### src/rtl/mem_ctrl_pipe.sv
// Parametrised single-port memory controller with valid/ready requests, a RD_LATENCY-deep read pipeline and out-of-range detection.
// Optional power-up clear of the array is enabled by defining MEM_CTRL_CLEAR_EN.
module mem_ctrl_pipe #(
  parameter int DATA_WIDTH = 8,
  parameter int ADDR_WIDTH = 16,
  parameter int DEPTH      = 256,
  parameter int RD_LATENCY = 2
) (
  input  logic                  clk,
  input  logic                  reset_n,
  input  logic                  rd_wr_valid,
  input  logic                  rd_wr,
  input  logic [ADDR_WIDTH-1:0] addr,
  input  logic [DATA_WIDTH-1:0] wr_data,
  output logic                  req_ready,
  output logic [DATA_WIDTH-1:0] rd_data,
  output logic                  rd_valid,
  output logic                  addr_err,
  output logic                  busy
);

  localparam int IDX_W = (DEPTH > 1) ? $clog2(DEPTH) : 1;
  localparam int ERR_W = (RD_LATENCY > 1) ? RD_LATENCY - 1 : 1;
  localparam logic [ADDR_WIDTH:0] DEPTH_LIM = (ADDR_WIDTH + 1)'(DEPTH);

  typedef enum logic [0:0] {
    ST_INIT   = 1'b0,
    ST_ACTIVE = 1'b1
  } state_t;

  function automatic logic addr_in_range(input logic [ADDR_WIDTH-1:0] a);
    return ({1'b0, a} < DEPTH_LIM);
  endfunction

  logic [DATA_WIDTH-1:0] mem_r [DEPTH];
  state_t                state_r, state_next_s;
  logic                  req_ready_r, addr_err_r, busy_r;
  logic                  accept_s, in_range_s, rd_acc_s, wr_ok_s, wr_oor_s;
  logic [IDX_W-1:0]      idx_s;
  logic                  mem_we_s;
  logic [IDX_W-1:0]      mem_widx_s;
  logic [DATA_WIDTH-1:0] mem_wdata_s;
  logic [DATA_WIDTH-1:0] pipe_data_r [RD_LATENCY];
  logic [RD_LATENCY-1:0] pipe_vld_r;
  logic [ERR_W-1:0]      pipe_err_r;
  logic [DATA_WIDTH-1:0] stg_data_s [RD_LATENCY];
  logic [RD_LATENCY-1:0] stg_vld_s, stg_err_s;

  // Range check happens on the full address; only then are the low bits used as the index.
  assign in_range_s = addr_in_range(addr);
  assign idx_s      = addr[IDX_W-1:0];
  assign accept_s   = reset_n & rd_wr_valid & req_ready_r;
  assign rd_acc_s   = accept_s & rd_wr;
  assign wr_ok_s    = accept_s & ~rd_wr & in_range_s;
  assign wr_oor_s   = accept_s & ~rd_wr & ~in_range_s;

`ifdef MEM_CTRL_CLEAR_EN
  logic [IDX_W-1:0] clr_cnt_r;
  logic             clr_last_s;

  assign clr_last_s = (clr_cnt_r == IDX_W'(DEPTH - 1));

  // Clear counter walks every word once while in INIT and restarts on reset.
  always_ff @(posedge clk) begin
    if (!reset_n) begin
      clr_cnt_r <= {IDX_W{1'b0}};
    end else if (state_r == ST_INIT) begin
      clr_cnt_r <= clr_cnt_r + IDX_W'(1'b1);
    end
  end
`endif

  // Next-state logic for the INIT -> ACTIVE sequence.
  always_comb begin
    state_next_s = state_r;
    case (state_r)
      ST_INIT: begin
`ifdef MEM_CTRL_CLEAR_EN
        if (clr_last_s) begin
          state_next_s = ST_ACTIVE;
        end else begin
          state_next_s = ST_INIT;
        end
`else
        state_next_s = ST_ACTIVE;
`endif
      end
      ST_ACTIVE: state_next_s = ST_ACTIVE;
      default:   state_next_s = ST_INIT;
    endcase
  end

  // State register plus registered ready/busy derived from the next-cycle view.
  always_ff @(posedge clk) begin
    if (!reset_n) begin
      state_r     <= ST_INIT;
      req_ready_r <= 1'b0;
      busy_r      <= 1'b1;
    end else begin
      state_r     <= state_next_s;
      req_ready_r <= (state_next_s == ST_ACTIVE);
      busy_r      <= (state_next_s != ST_ACTIVE) | (|stg_vld_s);
    end
  end

  // Array write port: clear sweep during INIT, otherwise accepted in-range writes.
  always_comb begin
    mem_we_s    = wr_ok_s;
    mem_widx_s  = idx_s;
    mem_wdata_s = wr_data;
`ifdef MEM_CTRL_CLEAR_EN
    if (reset_n && (state_r == ST_INIT)) begin
      mem_we_s    = 1'b1;
      mem_widx_s  = clr_cnt_r;
      mem_wdata_s = {DATA_WIDTH{1'b0}};
    end else begin
      mem_we_s    = wr_ok_s;
      mem_widx_s  = idx_s;
      mem_wdata_s = wr_data;
    end
`endif
  end

  // Memory array; contents intentionally have no reset.
  always_ff @(posedge clk) begin
    if (mem_we_s) begin
      mem_r[mem_widx_s] <= mem_wdata_s;
    end
  end

  // Inputs to each pipe stage; stage 0 samples the array, later stages shift.
  always_comb begin
    stg_vld_s = {RD_LATENCY{1'b0}};
    stg_err_s = {RD_LATENCY{1'b0}};
    for (int i = 0; i < RD_LATENCY; i++) begin
      stg_data_s[i] = {DATA_WIDTH{1'b0}};
    end
    stg_vld_s[0] = rd_acc_s;
    stg_err_s[0] = ~in_range_s;
    if (in_range_s) begin
      stg_data_s[0] = mem_r[idx_s];
    end else begin
      stg_data_s[0] = {DATA_WIDTH{1'b0}};
    end
    for (int i = 1; i < RD_LATENCY; i++) begin
      stg_vld_s[i]  = pipe_vld_r[i-1];
      stg_data_s[i] = pipe_data_r[i-1];
      stg_err_s[i]  = pipe_err_r[i-1];
    end
  end

  // Read pipeline; data registers hold when no read passes so rd_data keeps its last value.
  always_ff @(posedge clk) begin
    if (!reset_n) begin
      pipe_vld_r <= {RD_LATENCY{1'b0}};
      pipe_err_r <= {ERR_W{1'b0}};
      addr_err_r <= 1'b0;
      for (int i = 0; i < RD_LATENCY; i++) begin
        pipe_data_r[i] <= {DATA_WIDTH{1'b0}};
      end
    end else begin
      pipe_vld_r <= stg_vld_s;
      for (int i = 0; i < RD_LATENCY; i++) begin
        if (stg_vld_s[i]) begin
          pipe_data_r[i] <= stg_data_s[i];
        end
      end
      for (int i = 0; i < ERR_W; i++) begin
        pipe_err_r[i] <= stg_err_s[i];
      end
      addr_err_r <= wr_oor_s | (stg_vld_s[RD_LATENCY-1] & stg_err_s[RD_LATENCY-1]);
    end
  end

  assign req_ready = req_ready_r;
  assign rd_data   = pipe_data_r[RD_LATENCY-1];
  assign rd_valid  = pipe_vld_r[RD_LATENCY-1];
  assign addr_err  = addr_err_r;
  assign busy      = busy_r;

endmodule

### config.mk
export PLATFORM = sky130hd
export DESIGN_NAME = mem_ctrl_pipe
export DESIGN_NICKNAME = d
export VERILOG_FILES = /design/src/rtl/mem_ctrl_pipe.sv
export SDC_FILE = /design/constraint.sdc
export NUM_CORES = 2
export LEC_CHECK = 0
export BUFFER_PORTS_ARGS = -buffer_cell sky130_fd_sc_hd__buf_2
export CAP_MARGIN = 20
export CORE_MARGIN = 4
export CORE_UTILIZATION = 32
export CTS_BUF_LIST = sky130_fd_sc_hd__clkbuf_2 sky130_fd_sc_hd__clkbuf_4 sky130_fd_sc_hd__clkbuf_8
export CTS_CLUSTER_SIZE = 16
export DETAILED_ROUTE_END_ITERATION = 10
export PLACE_DENSITY = 0.53
export SYNTH_ARGS = -nofsm -noshare
export SYNTH_HDL_FRONTEND = slang
export SYNTH_SLANG_ARGS = --single-unit
### constraint.sdc
create_clock -name clk -period 3.85 [get_ports clk]
set_input_delay 0.385 -clock clk [delete_from_list [all_inputs] [get_ports clk]]
set_output_delay 0.385 -clock clk [all_outputs]
set_load 0.05 [all_outputs]
# Word level (Yosys, flattened, before mapping)

Memory sizes are Yosys's and may differ from the RTL's.
Index checks and enable logic that the tools add are counted.

Flip-flop bits (word level): 6
RAM bits: 2064
Bits of input ports: 28
Output and inout port bits: 12
Logic and storage cells: 34
Memories kept: 2

$lt $le $gt $ge: 1
Muxes and demuxes: 13
Bitwise logic cells: 12
Reductions and logical operators: 1

Memory list:

| memory      | words | width | read ports | clocked after Yosys merged registers in | write ports | line | RTL |
|---|---|---|---|---|---|---|---|
| mem_r       | 256   | 8     | 1          | 0                                       | 1           | 35   | `logic [DATA_WIDTH-1:0] mem_r [DEPTH];` |
| pipe_data_r | 2     | 8     | 2          | 0                                       | 2           | 43   | `logic [DATA_WIDTH-1:0] pipe_data_r [RD_LATENCY];` |

Operators by type and width:

| kind                                                                          | count |
|---|---|
| 8-bit 2-to-1 mux                                                              | 3 |
| 16-bit by 9-bit less-than comparator with 1-bit output, second input constant | 1 |
| 1-bit 2-to-1 mux                                                              | 10 |
| 1-bit AND                                                                     | 7 |
| 1-bit bitwise OR                                                              | 3 |
| 1-bit NOT                                                                     | 2 |
| 2-bit OR reduction                                                            | 1 |

# Logic depth before layout (Yosys ltp)

Word-level depth: 7
Depth in mapped cells: 12

# Least setup slack after synthesis

OpenSTA, ideal clock, no wires.

Kind: input-to-reg
Start: input addr[1]
End: memory mem_r[105][0], enable pin
Arrival: 2461 ps
Path slack: 1019 ps
Cell stages on the path: 10
Buffers on the path: 7
Cell sequence: buf_2 > buf_6 > buf_4 > buf_4 > buf_4 > buf_2 > nor3b_1 > nand2_1 > buf_2 > nor2_1

Cells in the longest elaborated chain, start to end: 4

Ends and longest elaborated chain:

| element                                                | line | RTL |
|---|---|---|
| start: declaration                                     | 13   | `input logic [ADDR_WIDTH-1:0] addr,` |
| 16-bit by 9-bit less-than comparator with 1-bit output | 32   | `return ({1'b0, a} < DEPTH_LIM);` |
| 1-bit AND                                              | 54   | `assign wr_ok_s = accept_s & ~rd_wr & in_range_s;` |
| 1-bit 2-to-1 mux                                       | 126  | `if (mem_we_s) begin` |
| 1-bit 2-to-1 mux (not written as such)                 | 127  | `mem_r[mem_widx_s] <= mem_wdata_s;` |
| end: declaration                                       | 35   |  |

Parallel ways exist; a longest one is shown, timed or not.

# Worst setup path after layout

Start: input addr[8]
End: memory mem_r[253][6], enable pin

Cells in the longest elaborated chain, start to end: 4

Ends and longest elaborated chain:

| element                                                | line |
|---|---|
| 16-bit by 9-bit less-than comparator with 1-bit output | 32 |
| 1-bit AND                                              | 54 |
| 1-bit 2-to-1 mux                                       | 126 |
| 1-bit 2-to-1 mux (not written as such)                 | 127 |

Every way passes these cells.

==> summary.md <==
| Metric | Value |
|---|---|
| Dpl hpwl | `134600 um` |
| Leakage | `30.38 nW` |
| Outcome | `finished clean` |
| Worst-path maximum fanout | `12` |
| Worst VDD drop | `287.8 uV` |
| Final max-slew violation count | `0` |
| Core Box Area | `249300 sq um` |
| Reg clk slew, reported paths | `0.06 ns` |
| Worst Tran Pin Value | `1.046 ns` |
| Ys flop type | `edfxtp_1` |
| Syn Area/Cell | `20.56 sq um` |
| Worst slack at placement | `-0.1328 ns` |
| Final WL | `214700 um` |
| Worst relative slew slack | `0.3025` |
| Ports | `40` |
| Die W | `509.5 um` |
| Commonest cells in the netlist | `edfxtp_1 (2064), mux4_2 (425), nor2_1 (274)` |
| Critical path launch point type | `primary input` |
| H-tree depth | `5` |
| Vias per inst | `5.080` |
| Synthesis-to-finish area growth | `17.20%` |
| Placed Cells incl. Taps | `7476` |
| Initial antenna violation count | `9` |
| Max frequency | `281.3 MHz` |
| Yosys warning count | `0` |
| PwrDens | `487.4 nW/um^2` |
| Clock sinks | `2070` |
| Setup TNS | `0 ns` |
| Number of iterations in the first detailed-routing pass | `6` |
| Remaining Overflow, GRT | `0` |
| Routed vias | `41225` |
| EDFF count, synth | `2064` |
| Worst-Skew Late Latency | `1.03 ns` |
| Yosys top cell by area | `edfxtp_1` |
| DRC Markers | `0` |
| IO buf count | `39` |
| Fraction of layout cells with a size suffix above 1 | `0.3057` |
| CTS tree | `built` |
| Crit path DAT | `4.17 ns` |
| Worst setup EP type | `flop` |
| Yosys cell types | `47` |
| Worst EP required | `4.46 ns` |
| Initial core utilization | `0.3227` |
| Largest net degree at the start of global routing | `119` |
| Layout Nets | `4550` |
| Overall Global Routing Usage | `0.1640` |
| # setup viols final | `0` |
| CTS resizes | `0` |
| Top area cells in the synthesized netlist | `edfxtp_1 (77%), mux4_2 (12%), mux2i_1 (2.8%)` |
| Final Skew | `0.07870 ns` |
| Post-Syn Nets | `3942` |
| RSZ-0062 raised after global routing | `no` |
| Most frequent cell after synthesis | `edfxtp_1` |
| Final Hold Fails | `0` |
| First-pass GRT wire length | `309900 um` |
| Register area share after synthesis | `0.7717` |
| Drt initial violations | `3857` |
| Final ANT Viol Nets | `0` |
| Max Cap Viol | `0` |
| Die area | `259600 sq um` |
| Fin cells | `8115` |
| Share of flip-flops with an asynchronous set or reset | `0` |
| Number of cell rows | `183` |
| Final RePlAce weighted congestion | `0.8232` |
| Synthesized area | `80470 sq um` |
| CP Class | `in -> reg` |
| Synth top area share | `0.7702` |
| Setup ws final | `0.2947 ns` |
| Register bit count reported by yosys | `2070` |
| Die height | `509.5 um` |
| WL per Instance | `26.45 um` |
| Utilization after layout | `0.3782` |
| Post-layout min period | `3.555 ns` |
| CTS root buffer | `clkbuf_8` |
| Hold_ws | `0.1155 ns` |
| Cells after Synth | `3914` |
| Vias in the first global route | `42580` |
| Total CTS buffers | `359` |
| Final period util | `0.9235` |
| Hold crit path type | `in -> reg` |
| Clk buf depth | `4` |
timing repair:
item                                   CTS  global route
hold buffers                            15             0
setup endpoints to repair                0             0
setup buffers                            0             0
endpoints found under the hold margin  759             0
metal layers:
metal  up-vias  GRT usage  wire [um]
li1      17508          -          -
met1     21979     0.2236      90630
met2      1395     0.2685     105600
met3       341    0.03102      13030
met4         2    0.04799       5431
met5         -          0         13
cell families (layout without fill, tap and decap cells):
group,count (synthesis),in the layout,share of synthesized area
AND/OR/NAND/NOR,574,574,0.03279
multiplexers,659,659,0.1482
flip-flops,2070,2070,0.7717
other,0,9,0
AO/OA/AOI/OAI,344,344,0.03030
buffers and inverters,267,1129,0.01704
registers in the layout, indices dropped and copies added, names as in the netlist:
name and flops:
mem_r 2048, pipe_data_r 16, pipe_vld_r 2, addr_err 1, busy 1, pipe_err_r 1
req_ready 1
area by class of cell:
type                       count  area (sq um)
timing repair buffer         497          4315
sequential                  2070         62100
multi-input combinational   1577         17030
clock inverter               141         784.5
tap                         3330          4167
fill                       22670        155000
clock buffer                 474          5836
antenna                        9         22.52
inverter                      17         63.81
metrics by stage:
stage / power (mW) / cell area [sq um]
finish: 45.96 / 94310
floorplan: 26.40 / 80470
detailed placement: 27.57 / 87520
global route: 47.69 / 94300
CTS: 46.49 / 94290
global placement: 27.54 / 87520
worst max-delay path: stages:
cell	delay, ns
dlygate4sd3_1	0.54
buf_2	0.12
nor4_1	0.17
dlygate4sd3_1	0.59
buf_4	0.12
nand3_1	0.32
nor3b_1	0.46
buf_4	0.23
nand2_1	0.23
buf_12	0.25
nor2_1	0.71
final timing paths:
check | slack [ns] | start | cells after the start | to
hold reg to reg | 0.44 | pipe_err_r | 1 | addr_err
setup reg to reg | 0.43 | req_ready | 8 | pipe_data_r[0][6]
setup / recovery | 0.29 | addr[8] | 11 | mem_r[253][6]
hold / removal | 0.12 | reset_n | 2 | req_ready
cells in the final DEF (no fill, tap or decap), types with 6 or more instances in the layout:
| cell | n |
|---|---|
| nand2_1 | 83 |
| and3_1 | 27 |
| mux2i_1 | 225 |
| dlygate4sd3_1 | 15 |
| a31oi_1 | 15 |
| nand2b_1 | 7 |
| nor3_1 | 10 |
| a221oi_1 | 37 |
| nand4_1 | 37 |
| mux4_2 | 425 |
| or3_1 | 13 |
| clkinvlp_4 | 8 |
| o21ai_0 | 23 |
| a211oi_1 | 30 |
| o311ai_1 | 7 |
| mux2_2 | 9 |
| buf_8 | 10 |
| edfxtp_1 | 2064 |
| clkbuf_8 | 364 |
| and2_1 | 15 |
| inv_1 | 16 |
| clkinv_1 | 84 |
| buf_2 | 28 |
| dfxtp_1 | 6 |
| nand3_1 | 64 |
| a22oi_1 | 118 |
| diode_2 | 9 |
| bufinv_16 | 6 |
| a21boi_0 | 7 |
| buf_4 | 400 |
| nor2b_1 | 23 |
| nor2_1 | 273 |
| o22ai_1 | 39 |
| a21oi_1 | 41 |
| clkbuf_4 | 110 |
| buf_12 | 43 |
| a2bb2oi_1 | 7 |
| clkinv_2 | 40 |
| a22o_1 | 11 |
power breakdown:
group	leakage (nW)	switching, mW	internal [mW]
logic	8.26	1.45	0.809
clock network	3.51	8.68	10.2
registers	18.6	0.0127	24.8
No activity file was read; power rests on OpenSTA's default activity.
